### config.mk
export PLATFORM = sky130hd
export DESIGN_NAME = insn_id_allocator
export DESIGN_NICKNAME = d
export VERILOG_FILES = /design/src/rtl/insn_id_allocator.sv
export SDC_FILE = /design/constraint.sdc
export NUM_CORES = 1
export LEC_CHECK = 0
export BUFFER_PORTS_ARGS = -buffer_cell sky130_fd_sc_hd__buf_2
export CAP_MARGIN = 10
export CORE_MARGIN = 2
export CORE_UTILIZATION = 49
export DETAILED_ROUTE_END_ITERATION = 16
export GPL_ROUTABILITY_DRIVEN = 0
export PLACE_DENSITY = 0.89
export SLEW_MARGIN = 25
export SYNTH_ARGS = -nofsm -noshare
export SYNTH_HDL_FRONTEND = slang
export SYNTH_SLANG_ARGS = --single-unit
export TNS_END_PERCENT = 5
### constraint.sdc
create_clock -name clk_i -period 3.5 [get_ports clk_i]
set_input_delay 0.175 -clock clk_i [delete_from_list [all_inputs] [get_ports clk_i]]
set_output_delay 0.175 -clock clk_i [all_outputs]
set_load 0.02 [all_outputs]
### src/rtl/insn_id_allocator.sv
// Instruction ID allocator: binds a free pool ID to each accepted instruction in a
// one-entry registered output stage and reclaims IDs when the commit controller retires them.
module insn_id_allocator #(
  parameter int unsigned InsnIDNum = 8,
  parameter int unsigned InsnW     = 32,
  parameter bit          AssertEn  = 1'b1,
  localparam int unsigned InsnIDW  = $clog2(InsnIDNum)
) (
  input  logic                 clk_i,
  input  logic                 rst_ni,
  input  logic                 insn_valid_i,
  input  logic [InsnW-1:0]     insn_i,
  output logic                 insn_ready_o,
  output logic                 insn_valid_o,
  output logic [InsnW-1:0]     insn_o,
  output logic [InsnIDW-1:0]   insn_id_o,
  input  logic                 insn_ready_i,
  input  logic                 done_i,
  input  logic [InsnIDW-1:0]   done_insn_id_i,
  output logic [InsnIDNum-1:0] inflight_o,
  output logic                 full_o,
  output logic                 empty_o
);

  logic [InsnIDNum-1:0] inflight_q, inflight_d;
  logic [InsnIDNum-1:0] free;
  logic [InsnIDNum-1:0] alloc_mask, retire_mask;
  logic [InsnIDW-1:0]   alloc_id;
  logic                 accept;

  // Free pool comes from the registered mask only, so an ID retired this cycle
  // cannot be handed out again until the next cycle.
  assign free = ~inflight_q;

  always_comb begin
    alloc_id = '0;
    for (int i = InsnIDNum - 1; i >= 0; i--) begin
      if (free[i]) alloc_id = InsnIDW'(i);
    end
  end

  assign insn_ready_o = (|free) & (~insn_valid_o | insn_ready_i);
  assign accept       = insn_valid_i & insn_ready_o;

  always_comb begin
    alloc_mask  = '0;
    retire_mask = '0;
    if (accept) alloc_mask[alloc_id] = 1'b1;
    if (done_i) retire_mask[done_insn_id_i] = 1'b1;
  end

  assign inflight_d = (inflight_q & ~retire_mask) | alloc_mask;

  always_ff @(posedge clk_i or negedge rst_ni) begin
    if (!rst_ni) begin
      inflight_q   <= '0;
      insn_valid_o <= 1'b0;
      insn_o       <= '0;
      insn_id_o    <= '0;
    end else begin
      inflight_q <= inflight_d;
      if (accept) begin
        insn_valid_o <= 1'b1;
        insn_o       <= insn_i;
        insn_id_o    <= alloc_id;
      end else if (insn_ready_i) begin
        insn_valid_o <= 1'b0;
      end
    end
  end

  assign inflight_o = inflight_q;
  assign full_o     = &inflight_q;
  assign empty_o    = ~|inflight_q;

`ifndef SYNTHESIS
  // Retiring a free ID, or the ID still parked in the output stage, indicates a
  // commit-side bookkeeping error; the mask update itself stays well-defined.
  always_ff @(posedge clk_i) begin
    if (AssertEn && rst_ni && done_i) begin
      assert (inflight_q[done_insn_id_i]);
      assert (!(insn_valid_o && !insn_ready_i && (insn_id_o == done_insn_id_i)));
    end
  end
`endif

endmodule

* Yosys cells after proc, flatten, opt, wreduce, memory -nomap -nowiden *
Cells that the tools add are included.

storage, ports and cells
  word-level logic and storage cells = 39
  register bits = 44
  input port bits = 40

operators by class
  bitwise gates (word level) = 8
  reduce and logical (&&, ||, !) cells = 7
  $lt $le $gt $ge = 4
  multiplexer cells = 16

operators with widths
  operator              number
  $mux W3               8
  $mux W8               2
  $not A8 Y8            2
  $reduce_or A8 Y1      2
  $and A8 B8 Y8         1
  $lt A3 B4 Y1 const B  2
  $or A8 B8 Y8          1
  $reduce_and A8 Y1     1
  $demux W1 S3          2
  $ge A3 B1 Y1 const B  2
  $mux W1               4
  $and A1 B1 Y1         2
  $logic_and A1 B1 Y1   2
  $reduce_bool A2 Y1    1
  $logic_not A1 Y1      1
  $not A1 Y1            1
  $or A1 B1 Y1          1

* Longest topological paths before layout *
  word-level depth = 15
  mapped depth = 6
  mapped depth without buffers = 4

* Worst setup path after synthesis *
No wires, ideal clock.

  kind = flip-flop to flip-flop
  from = reg inflight_q[0] (netlist: inflight_o[0])
  to = reg insn_o[11]
  slack = 1,737 ps
  setup time = 125 ps
  path buffers = 2
  data arrival time = 1,639 ps
  cell stages (with the launch flop) = 6
  cells stage by stage = dfrtp_1 -> buf_2 -> nand4_4 -> o211ai_4 -> buf_6 -> mux2_2

on the way
  cells in the longest elaborated chain, start to end = 4

ends and longest elaborated chain
  item                    line  source
  from (decl)             25    logic [InsnIDNum-1:0] inflight_q, inflight_d;
  from (signal assigned)  61    inflight_q <= inflight_d;
  $not A8 Y8              33    assign free = ~inflight_q;
  $reduce_or A8 Y1        42    assign insn_ready_o = (|free) & (~insn_valid_o | insn_ready_i);
  $and A1 B1 Y1           42
  $and A1 B1 Y1           43    assign accept = insn_valid_i & insn_ready_o;
  to (signal assigned)    64    insn_o <= insn_i;
  to (decl)               15    output logic [InsnW-1:0] insn_o,

Every way passes these cells.
A chain may end at the register's enable or synchronous reset.

* Final worst setup path *
  from = reg inflight_q[0] (netlist: inflight_o[0])
  to = reg insn_o[23]

The elaborated chain is that of the path after synthesis.

==> flow_summary.toml <==
[pwr]
p_leak_nw = 1.159
power_mw = 1.502
ir_worst_vdd_uv = 370.2
powerDensity_nw_per_um2 = 619.9

[timing]
whs_ps = 118.3
fin_tns_setup_ps = 0
fmax_ghz = 0.5306
rsz0062_at_grt = "false"
hold_viol_final = 0
max_slew_margin_pct = 58.34
period_share_pct = 53.84
skew_ps = 2.958
setup_ws_ps = 1615
period_minus_slack_ps = 1885
tightest_slew_ps = 609.1
drv_slew = 0
setup_viol = 0

[synth]
yosys.area.top_type = "dfrtp_1"
synth_cell_type_count = 27
synth_top_area_share_pct = 59.78
synth-main-ff-cell = "dfrtp_1"
synth-seq-cells = 44
syn_avg_cell_area_um2 = 13.85
yosys-top-cells-count = "dfrtp_1, mux2_2, nand2_1, a31oi_1, o21ai_0"
synth_edf_count = 0
synth-seq-area-share_pct = 59.78
yosys-top-cells-area = "dfrtp_1, mux2_2, a31oi_1"
ys.warnings.count = 0
async_reset_ff_share_pct = 100.0
synth_fp_nets = 173
syn_area_um2 = 1842
yosysMostFrequentCell = "dfrtp_1"
synthCells = 133

[critical_path]
path_max_fanout = 25
crit_type = "reg -> reg"
cp_top_family = "flip-flops"
r2r_setup_slack_ps = 1620
cp-end-kind = "register"
r2r_end = "insn_o[23]"
crit_buf_inv = 1
crit_cells = 4
critPathRequiredTime_ps = 3670
cp-start-kind = "register"
startpoint = "inflight_o[0]"
max_stage_delay_ps = 540
crit_end = "insn_o[23]"
crit_chain = "nand4_4 -> o211ai_4 -> buf_16 -> mux2_2"
r2r_cells = 4
cp_slowest_cell = "dfrtp_1"
rr_startpoint = "inflight_o[0]"
cp.arrival_ps = 2050

[die]
core_um2 = 3633
die_x_um = 65.31
rows = 22
die-area_um2 = 4265
die_h_um = 65.31
io_pins = 87
start_util_pct = 50.69

[cells_and_area]
layout-area-overhead-vs-synth_pct = 31.59
drive_gt1_share_pct = 57.14
fillers = 286
nets = 263
seq_area_um2 = 1101
multiInputGateArea_um2 = 686.9
diodes = 0
final_util_pct = 66.70

[clocking]
insertion_delay_ps = 280
clock-root-buffer = "clkbuf_8"
cts_tree = "yes"
cts_made_buffers = 5
clock_path_buffers = 2
clock_sinks = 44
worst_setup_hold_path_clk_slew_ps = 70
cts_resized = 0
htree_levels = 2

[grt]
grt_pass1_wl_um = 5589
grt_start_max_net_pins = 45
grt_overflow_total = 0
antenna_found_initial = 0
grt_pass1_vias = 1241
track_usage_pct = 17.71

[run_status]
status = "completed"

[routing]
drt-pass1-iter-count = 4
ant_nets = 0
wire_per_inst_um = 13.56
num_vias = 1403
drtIter0Drc = 34
drcViolationCount = 0
wirelength_um = 3687
vias_per_cell = 5.158

[job]
max_cap_viol_count = 0

[hold_path]
holdCritPathClass = "in -> reg"

[place]
io_buffer_count = 86
dp_hpwl_um = 2767
dp_slack_ps = 1334
-- layer usage --
metal	global-route usage, %	share of wire [%]
met3	6.507	8.2
met5	0	0
met4	6.250	0.92
met2	30.61	50
met1	20.11	41
-- timing repair --
item | 4_1_cts | 5_1_grt
hold buffers | 0 | 1
buffers inserted | 0 | 0
hold endpoints to repair | 0 | 44
-- kinds of logic after synthesis --
logic type / after synthesis / synth area share [%]
AOI/OAI and AO/OA: 23 / 9.239
and+or+nand+nor: 26 / 8.491
DFF: 44 / 59.78
muxes: 32 / 19.57
buffers and inverters: 8 / 2.921
-- report_power, final --
part           total (mW)  leakage (nW)  internal (mW)  switching, mW
clock               0.314        0.0445          0.160          0.154
combinational       0.492         0.607          0.204          0.288
sequential          0.696         0.508          0.611         0.0846
-- through the flow --
| step | std cells | instance area [um^2] |
|---|---|---|
| 5_1_grt | 272 | 2424 |
| 4_1_cts | 270 | 2384 |
| 6_report | 272 | 2424 |
| 3_3_place_gp | 262 | 2290 |
| 2_1_floorplan | 133 | 1842 |
| 3_5_place_dp | 262 | 2290 |
-- final cells by class --
cell class / count / area share [%]
Multi-Input combinational cell: 81 / 28.34
Tap cell: 48 / 2.478
Sequential cell: 44 / 45.43
Inverter: 3 / 0.4646
Timing Repair Buffer: 88 / 19.41
Clock inverter: 1 / 0.3098
Clock buffer: 7 / 3.562
-- flip-flops by register name, summed over array words and instances (netlist names) --
name          count
insn_valid_o      1
insn_o           32
insn_id_o         3
inflight_o        8
-- how the worst min path moves through the flow --
stage               startpoint       endpoint  slack [ps]  depth (start not counted)
global route        insn_i[29]     insn_o[29]         100                          2
global placement        rst_ni     insn_o[12]         370                          1
finish               insn_i[3]      insn_o[3]         120                          2
CTS                     rst_ni     insn_o[13]          50                          1
detailed placement      rst_ni     insn_o[13]         370                          1
floorplan               rst_ni  inflight_o[0]        -120                          0
-- cell usage in the layout, fill, tap and decap left out, types with 2 or more instances in the layout --
cell type | Yosys | layout
dfrtp_1 | 44 | 44
a41oi_1 | 2 | 2
o21ai_0 | 5 | 5
a22o_1 | 2 | 2
buf_2 | 1 | 85
nor2b_1 | 3 | 3
and2_1 | 2 | 2
nand2_1 | 7 | 7
nor2_1 | 4 | 4
nand3b_1 | 2 | 2
mux2_2 | 32 | 32
a31oi_1 | 6 | 6
inv_1 | 3 | 3
or4_1 | 2 | 2
clkbuf_8 | 0 | 6
nand4_1 | 2 | 2
a21oi_1 | 3 | 3
Power figures use the tool's default switching activity.
